--- src/rtl/roba_operand_prep.sv ---
// Operand preparation for the RoBA approximate multiplier: finds each operand's
// leading one, rounds it to the nearest power of two (ties up) and hands
// A, B, Ar, Br and the rounded exponents to the multiplier through a
// two-stage valid/ready pipeline.
module roba_operand_prep #(
  parameter int unsigned A_BW = 32,
  parameter int unsigned B_BW = 32,
  parameter int unsigned KA_W = $clog2(A_BW + 1),
  parameter int unsigned KB_W = $clog2(B_BW + 1)
) (
  input  logic              clk,
  input  logic              rst,
  input  logic              in_valid,
  output logic              in_ready,
  input  logic [A_BW-1:0]   a_i,
  input  logic [B_BW-1:0]   b_i,
  output logic              out_valid,
  input  logic              out_ready,
  output logic [A_BW-1:0]   a_o,
  output logic [B_BW-1:0]   b_o,
  output logic [A_BW:0]     ar_o,
  output logic [B_BW:0]     br_o,
  output logic [KA_W-1:0]   ka_o,
  output logic [KB_W-1:0]   kb_o,
  output logic              zero_o
);

  // Stage 1 state: operands, leading-one index, round bit, zero flags
  logic              s1_valid_q;
  logic [A_BW-1:0]   s1_a_q;
  logic [B_BW-1:0]   s1_b_q;
  logic [KA_W-1:0]   s1_ka_q, s1_ka_d;
  logic [KB_W-1:0]   s1_kb_q, s1_kb_d;
  logic              s1_ra_q, s1_ra_d;
  logic              s1_rb_q, s1_rb_d;
  logic              s1_za_q, s1_zb_q;

  // Stage 2 (output) state
  logic              s2_valid_q;
  logic [A_BW-1:0]   s2_a_q;
  logic [B_BW-1:0]   s2_b_q;
  logic [A_BW:0]     s2_ar_q, s2_ar_d;
  logic [B_BW:0]     s2_br_q, s2_br_d;
  logic [KA_W-1:0]   s2_ka_q, s2_ka_d;
  logic [KB_W-1:0]   s2_kb_q, s2_kb_d;
  logic              s2_zero_q;

  logic              s1_adv;
  logic              s2_adv;
  logic [KA_W-1:0]   ea;
  logic [KB_W-1:0]   eb;

  // Pipeline advance: a stage moves when it is empty or its successor moves
  assign s2_adv   = !s2_valid_q || out_ready;
  assign s1_adv   = !s1_valid_q || s2_adv;
  assign in_ready = s1_adv;

  // Leading-one index and the bit just below it (the round bit)
  always_comb begin
    s1_ka_d = '0;
    s1_ra_d = 1'b0;
    s1_kb_d = '0;
    s1_rb_d = 1'b0;
    for (int unsigned i = 1; i < A_BW; i++) begin
      if (a_i[i]) begin
        s1_ka_d = KA_W'(i);
        s1_ra_d = a_i[i-1];
      end
    end
    for (int unsigned j = 1; j < B_BW; j++) begin
      if (b_i[j]) begin
        s1_kb_d = KB_W'(j);
        s1_rb_d = b_i[j-1];
      end
    end
  end

  // Rounded exponent and power-of-two value; a zero operand yields Ar=0, e=0
  always_comb begin
    ea      = s1_ka_q + KA_W'(s1_ra_q);
    eb      = s1_kb_q + KB_W'(s1_rb_q);
    s2_ar_d = s1_za_q ? '0 : ((A_BW+1)'(1) << ea);
    s2_br_d = s1_zb_q ? '0 : ((B_BW+1)'(1) << eb);
    s2_ka_d = s1_za_q ? '0 : ea;
    s2_kb_d = s1_zb_q ? '0 : eb;
  end

  // Stage 1 register: capture an accepted pair
  always_ff @(posedge clk) begin
    if (rst) begin
      s1_valid_q <= 1'b0;
      s1_a_q     <= '0;
      s1_b_q     <= '0;
      s1_ka_q    <= '0;
      s1_kb_q    <= '0;
      s1_ra_q    <= 1'b0;
      s1_rb_q    <= 1'b0;
      s1_za_q    <= 1'b0;
      s1_zb_q    <= 1'b0;
    end else if (s1_adv) begin
      s1_valid_q <= in_valid;
      if (in_valid) begin
        s1_a_q  <= a_i;
        s1_b_q  <= b_i;
        s1_ka_q <= s1_ka_d;
        s1_kb_q <= s1_kb_d;
        s1_ra_q <= s1_ra_d;
        s1_rb_q <= s1_rb_d;
        s1_za_q <= (a_i == '0);
        s1_zb_q <= (b_i == '0);
      end
    end
  end

  // Stage 2 register: output holding register, frozen under backpressure
  always_ff @(posedge clk) begin
    if (rst) begin
      s2_valid_q <= 1'b0;
      s2_a_q     <= '0;
      s2_b_q     <= '0;
      s2_ar_q    <= '0;
      s2_br_q    <= '0;
      s2_ka_q    <= '0;
      s2_kb_q    <= '0;
      s2_zero_q  <= 1'b0;
    end else if (s2_adv) begin
      s2_valid_q <= s1_valid_q;
      if (s1_valid_q) begin
        s2_a_q    <= s1_a_q;
        s2_b_q    <= s1_b_q;
        s2_ar_q   <= s2_ar_d;
        s2_br_q   <= s2_br_d;
        s2_ka_q   <= s2_ka_d;
        s2_kb_q   <= s2_kb_d;
        s2_zero_q <= s1_za_q || s1_zb_q;
      end
    end
  end

  assign out_valid = s2_valid_q;
  assign a_o       = s2_a_q;
  assign b_o       = s2_b_q;
  assign ar_o      = s2_ar_q;
  assign br_o      = s2_br_q;
  assign ka_o      = s2_ka_q;
  assign kb_o      = s2_kb_q;
  assign zero_o    = s2_zero_q;

endmodule

--- config.mk ---
export PLATFORM = sky130hd
export DESIGN_NAME = roba_operand_prep
export DESIGN_NICKNAME = d
export VERILOG_FILES = /design/src/rtl/roba_operand_prep.sv
export SDC_FILE = /design/constraint.sdc
export NUM_CORES = 1
export LEC_CHECK = 0
export CAP_MARGIN = 20
export CELL_PAD_IN_SITES_DETAIL_PLACEMENT = 0
export CELL_PAD_IN_SITES_GLOBAL_PLACEMENT = 2
export CORE_UTILIZATION = 28
export CTS_CLUSTER_SIZE = 14
export DETAILED_ROUTE_END_ITERATION = 16
export PLACE_DENSITY = 0.8
export SYNTH_ARGS = -nofsm -noshare
export SYNTH_HDL_FRONTEND = slang
export SYNTH_SLANG_ARGS = --single-unit
--- constraint.sdc ---
create_clock -name clk -period 1.99 [get_ports clk]
set_input_delay 0.4975 -clock clk [delete_from_list [all_inputs] [get_ports clk]]
set_output_delay 0.4975 -clock clk [all_outputs]
set_load 0.01 [all_outputs]
==> metrics, run 1 <==
io pins 213; initial core utilization 28.6%; nets@finish 1,544; fillers 3,174; CTS max path bufs 3; Tot Pwr 0.0110 W; Cell variety after synth 55; die area 33,000 µm²; Worst Path Arrival 1.45 ns; syn avg cell area 7.83 µm²; Cell Area, Synth 9030 µm²; Most used DFF post-synth dfxtp_1; post-synthesis xor/xnor area fraction 0.970%; final hold vios 0; max frequency 513 MHz; sequential fraction of the synthesis area 49.4%; hold path start rst; Syn. warnings 0; post-synth top area cell dfxtp_1; Tmin final 1.95 ns; synth top area cells dfxtp_1 49%, nand2_1 12%, a21oi_1 9.4%, a22oi_1 5.7%, nor2_1 5.4%; largest family of logic cells by synthesized area simple AND/OR/NAND/NOR gates; CTS tree yes; First-pass DRT Iterations 5; Synth Register Bits 223; TNS Setup 0 ns; final worst slack 0.0395 ns; Hold Crit Class input port to register; mux contribution to synthesized area 0%; wire length of the first global-routing pass 48.1 mm; Max VDD drop 0.544 mV; total congestion overflow 0; area grow syn2layout 50.4%; Synth Area in Compound Gates 21.0%; Vias/cell 4.83; worst slack at placement -0.460 ns; Yosys top cell area share 49.4%; CTS H-Tree Depth 1; share of cells above drive strength 1 14.6%; Top Family by Delay on Critical Path buffers and inverters; Pwr Density 807 nW/µm²; total CTS buffers 27; worst-margin pin slew 0.492 ns; critical path class register to primary output; all-layer global routing usage 17.9%; Max stage delay cell, worst path clkdlybuf4s50_1; CTS Sinks 223; fin crit share 98.0%; reg2reg start s1_rb_q$_SDFFE_PP0P_; max_slew headroom 66.4%; HPWL Detailed 21.6 mm; n_diodes 0; multi-input logic area 4210 µm²; initial antenna violation count 0; total of max-cap violations 0; CP cell instances clkdlybuf4s50_1; post-synthesis instance total 1,153; Post-synth ARST share 0%; via count 9,155; EDFF count, synth 0; outcome finished, final reports clean; Worst Setup Start Kind register; First DRT Iteration DRCs 520; drt drc 0; Final Core Density 43.0%; sum of buffers and inverters on the critical path 1; Rows 65; IO Port Bufs 212; core area 31,600 µm²; critical path capture point type primary output; Storage cell area 4470 µm²; RSZ-0062 raised after global routing false; vias in the first global route 8,731; Final Max Slew Viols 0; Worst Setup SP kb_o[0]$_SDFFE_PP0P_; Clk pin slew, worst setup/hold paths 0.05 ns; Clock Skews 0.0138 ns; clk_lat worst skew 0.53 ns; pin count of the biggest net entering global routing 109; adder-cell share of the synthesized area 0.554%; worst stage delay on the critical path 0.60 ns; routed len/inst 15.8 µm; antenna-violating nets left 0; Root Driver clkbuf_16; Crit Path Max Fanout 2; Post-Synth Simple-Gate Area 23.6%; Synthesized Nets 1,225; Die Wd 182 µm; critical path data required time 1.49 ns; GPL Wtd Cong 0.843; Die Y-Extent 182 µm; final setup fails 0; Routed WL 30.0 mm; P_leak 5.39 nW
[synth_stat cells, drive strengths merged, types with 9 or more instances]
| cell | n |
|---|---|
| a21oi | 169 |
| a22oi | 68 |
| buf | 22 |
| clkbuf | 52 |
| dfxtp | 223 |
| inv | 27 |
| nand2 | 279 |
| nand2b | 11 |
| nand3 | 9 |
| nor2 | 134 |
| nor3 | 37 |
| nor4 | 13 |
| o21ai | 20 |
[flip-flops by register name, summed over array words and instances, names as in the netlist, 5 cells and up]
name / flops
s1_ka_q: 5
br_o: 33
s1_b_q: 32
ka_o: 6
ar_o: 33
s1_a_q: 32
a_o: 32
kb_o: 6
b_o: 32
s1_kb_q: 5
[layout by cell type (no fill, tap or decap), types with 3 or more instances in the layout]
master           synthesis  routed
clkinv_2                 0       4
a31oi_1                  3       3
nor4_1                  13      13
clkinvlp_4               0       3
o221ai_1                 4       4
inv_1                   27      27
nor3_1                  34      33
a311oi_1                 3       3
a21oi_1                169     169
clkbuf_1                52       5
nand3b_1                 5       5
o2111ai_1                5       5
dfxtp_2                  0       3
o21ai_0                 20      20
nand2_1                279     278
nand3_1                  9       9
o311ai_1                 0       3
nor3_2                   2       3
nor2b_1                  6       4
a211oi_1                 5       5
clkbuf_8                 0       7
a221oi_1                 3       3
dfxtp_1                223     220
nand4_1                  3       3
nor2_2                   1       3
nor2_1                 131     129
buf_4                    0     144
clkbuf_16                0      27
buf_12                   0       8
xor2_1                   6       6
nand2b_1                11      10
dlymetal6s2s_1           0      17
ha_1                     4       4
clkdlybuf4s50_1          0     191
a32oi_1                  4       4
xnor2_1                  4       4
a22oi_1                 68      68
[worst register-to-register path, stage by stage, from the launching register on]
cell	delay, ns
dfxtp_2	0.34
ha_1	0.20
ha_1	0.19
buf_4	0.14
xnor2_1	0.23
nand2_1	0.13
nor2_1	0.35
a22oi_1	0.12
nor2_1	0.11
[through the flow]
stage               cell area, µm²  hold slack [ns]  cells
floorplan                     9030            0.432   1153
global placement             12600            0.438   1844
detailed placement           12600            0.445   1844
CTS                          13500            0.278   1894
global route                 13600            0.287   1894
finish                       13600            0.303   1894
[cells by family after synthesis]
family | after synthesis
simple gates | 505
compound gates | 310
xor+xnor | 10
fa+ha+maj | 4
buf+inv | 101
flops | 223
[per-layer routing]
metal / up-vias / global-route usage, % / part of all wire, %
li1: 4605 / - / -
met1: 4302 / 26.1 / 49
met2: 221 / 27.5 / 44
met3: 27 / 3.03 / 5.5
met4: 0 / 3.42 / 1.1
met5: - / 0 / 0
[report_power, final]
part / internal, W / total (W) / switching (W)
Sequential: 0.00461 / 0.00470 / 0.0000895
Combinational: 0.000604 / 0.00133 / 0.000725
Clock: 0.00301 / 0.00494 / 0.00193
[path summary, 6_finish.rpt]
check | endpoint | slack [ns] | cells past startpoint
worst min register to register | b_o[31]$_SDFFE_PP0P_ | 0.44 | 2
worst max-delay path | kb_o[0] | 0.04 | 1
worst max register to register | br_o[1]$_SDFFE_PP0P_ | 0.12 | 8
worst min-delay path | s1_valid_q$_SDFFE_PP0N_ | 0.30 | 2
[cell type report]
class,instances,area share [%]
tap,402,3.70
sequential,223,32.9
clock inverter,10,0.819
multi-input combinational,829,31.0
timing repair buffer,364,25.1
inverter,27,0.746
clock buffer,39,5.82
[timing repair]
item                                    in CTS  in global routing
pin swaps                                    0                  2
setup buffers                                1                  0
resized for setup                            6                 26
hold buffers                                 0                  0
gates cloned                                 0                  0
endpoints found under the setup margin       3                 36
No activity file was read; power rests on OpenSTA's default activity.
==> run 2, diff against run 1 <==
--- a/config.mk
+++ b/config.mk
@@ -9,6 +9,7 @@
 export CELL_PAD_IN_SITES_DETAIL_PLACEMENT = 0
 export CELL_PAD_IN_SITES_GLOBAL_PLACEMENT = 2
 export CORE_UTILIZATION = 28
+export CTS_BUF_LIST = sky130_fd_sc_hd__clkbuf_16
 export CTS_CLUSTER_SIZE = 14
 export DETAILED_ROUTE_END_ITERATION = 16
 export PLACE_DENSITY = 0.8
==> run 2 against run 1 <==
- first-iteration DRC count rose by 1.3%
- combinational power hardly changed
- largest cell class unchanged
- global-route usage barely moved
- sequential power barely moved
- via count grew 0.12%
- non-clock buffer count stayed put
- worst setup slack about the same
- highest routed layer unchanged
- register-to-register slack about the same
- critical path depth did not move
- maximum frequency about the same
==> metrics, run 2 (synthesized netlist as in run 1, its figures left out) <==
outcome finished, final reports clean; Rows 65; max_slew headroom 66.4%; Crit Path Max Fanout 2; RSZ-0062 raised after global routing false; die area 33,000 µm²; initial core utilization 28.6%; total CTS buffers 27; reg2reg start s1_rb_q$_SDFFE_PP0P_; First DRT Iteration DRCs 527; final setup fails 0; antenna-violating nets left 0; clk_lat worst skew 0.53 ns; all-layer global routing usage 17.9%; worst stage delay on the critical path 0.55 ns; final hold vios 0; sum of buffers and inverters on the critical path 1; multi-input logic area 4210 µm²; drt drc 0; post-route non-filler standard cell count 1,894; fin crit share 98.0%; Top Family by Delay on Critical Path buffers and inverters; max frequency 513 MHz; commonest cells after routing, fill and taps aside 278 x nand2_1, 220 x dfxtp_1, 192 x clkdlybuf4s50_1; nets@finish 1,544; hold path start rst; worst-margin pin slew 0.492 ns; Hold Crit Class input port to register; CTS max path bufs 3; CTS Sinks 223; IO Port Bufs 212; vias in the first global route 8,732; Tmin final 1.95 ns; R2R setup slack 0.12 ns; area grow syn2layout 49.6%; Pwr Density 789 nW/µm²; routed len/inst 15.8 µm; First-pass DRT Iterations 5; Clock Skews 0.0142 ns; Max VDD drop 0.540 mV; P_leak 5.35 nW; via count 9,166; CTS H-Tree Depth 1; critical path data required time 1.49 ns; Storage cell area 4470 µm²; final worst slack 0.0395 ns; initial antenna violation count 0; Max stage delay cell, worst path clkdlybuf4s50_1; Final Max Slew Viols 0; Worst Path Arrival 1.45 ns; most common cell after layout, fill and taps aside nand2_1; wire length of the first global-routing pass 48.1 mm; placed cell count 1,844; Die Wd 182 µm; n_diodes 0; Vias/cell 4.84; Clk pin slew, worst setup/hold paths 0.06 ns; Worst Setup SP br_o[8]$_SDFFE_PP0P_; CTS tree yes; worst slack at placement -0.460 ns; Die Y-Extent 182 µm; CP cell instances clkdlybuf4s50_1; share of cells above drive strength 1 14.1%; total congestion overflow 0; GPL Wtd Cong 0.843; critical path capture point type primary output; Worst Setup Start Kind register; fillers 3,180; critical path class register to primary output; io pins 213; Root Driver clkbuf_16; HPWL Detailed 21.6 mm; Routed WL 30.0 mm; pin count of the biggest net entering global routing 109; core area 31,600 µm²; total of max-cap violations 0
## run 2: path summary, 6_finish.rpt
path                                           endpoint  depth (start not counted)
worst max-delay path                            br_o[8]                          1
worst min-delay path            s1_valid_q$_SDFFE_PP0N_                          2
worst max register to register     br_o[1]$_SDFFE_PP0P_                          8
worst min register to register     b_o[31]$_SDFFE_PP0P_                          2
## run 2: power by group
part	switching (W)	total [W]	internal, W
logic	0.000726	0.00133	0.000604
clock network	0.00193	0.00464	0.00271
registers	0.0000893	0.00470	0.00461
total	0.00275	0.0107	0.00793
## run 2: metal layers
layer	GRT usage (%)	routed length, µm	vias to the layer above
met5	0	0	-
met4	3.42	337	0
met3	3.03	1550	27
met2	27.4	13100	211
met1	26.2	15000	4319
li1	-	-	4609
## run 2: area by class of cell
cell class	count	share of cell area, %
clock buffers	27	5.00
clock inverters	22	1.16
inverters	27	0.750
multi-input cells	829	31.1
flip-flops and latches	223	33.1
well taps	402	3.72
repair buffers	364	25.2
## run 2: per-stage QoR
step	instance area [µm²]	total power [W]	util [%]	setup TNS (ns)	hold WS [ns]
global placement	12600	0.00613	39.9	-37.88	0.438
detailed placement	12600	0.00613	39.9	-45.47	0.445
global route	13500	0.0112	42.7	0	0.288
finish	13500	0.0107	42.7	0	0.306
CTS	13500	0.0108	42.6	0	0.278
floorplan	9030	0.00536	-	0	0.432
## run 2: timing repair
item,in CTS,in global routing
gates resized for setup,6,25
pin swaps,0,2
hold buffers,0,0
setup endpoints to repair,3,35
buffers inserted,1,0
endpoints found under the hold margin,0,0
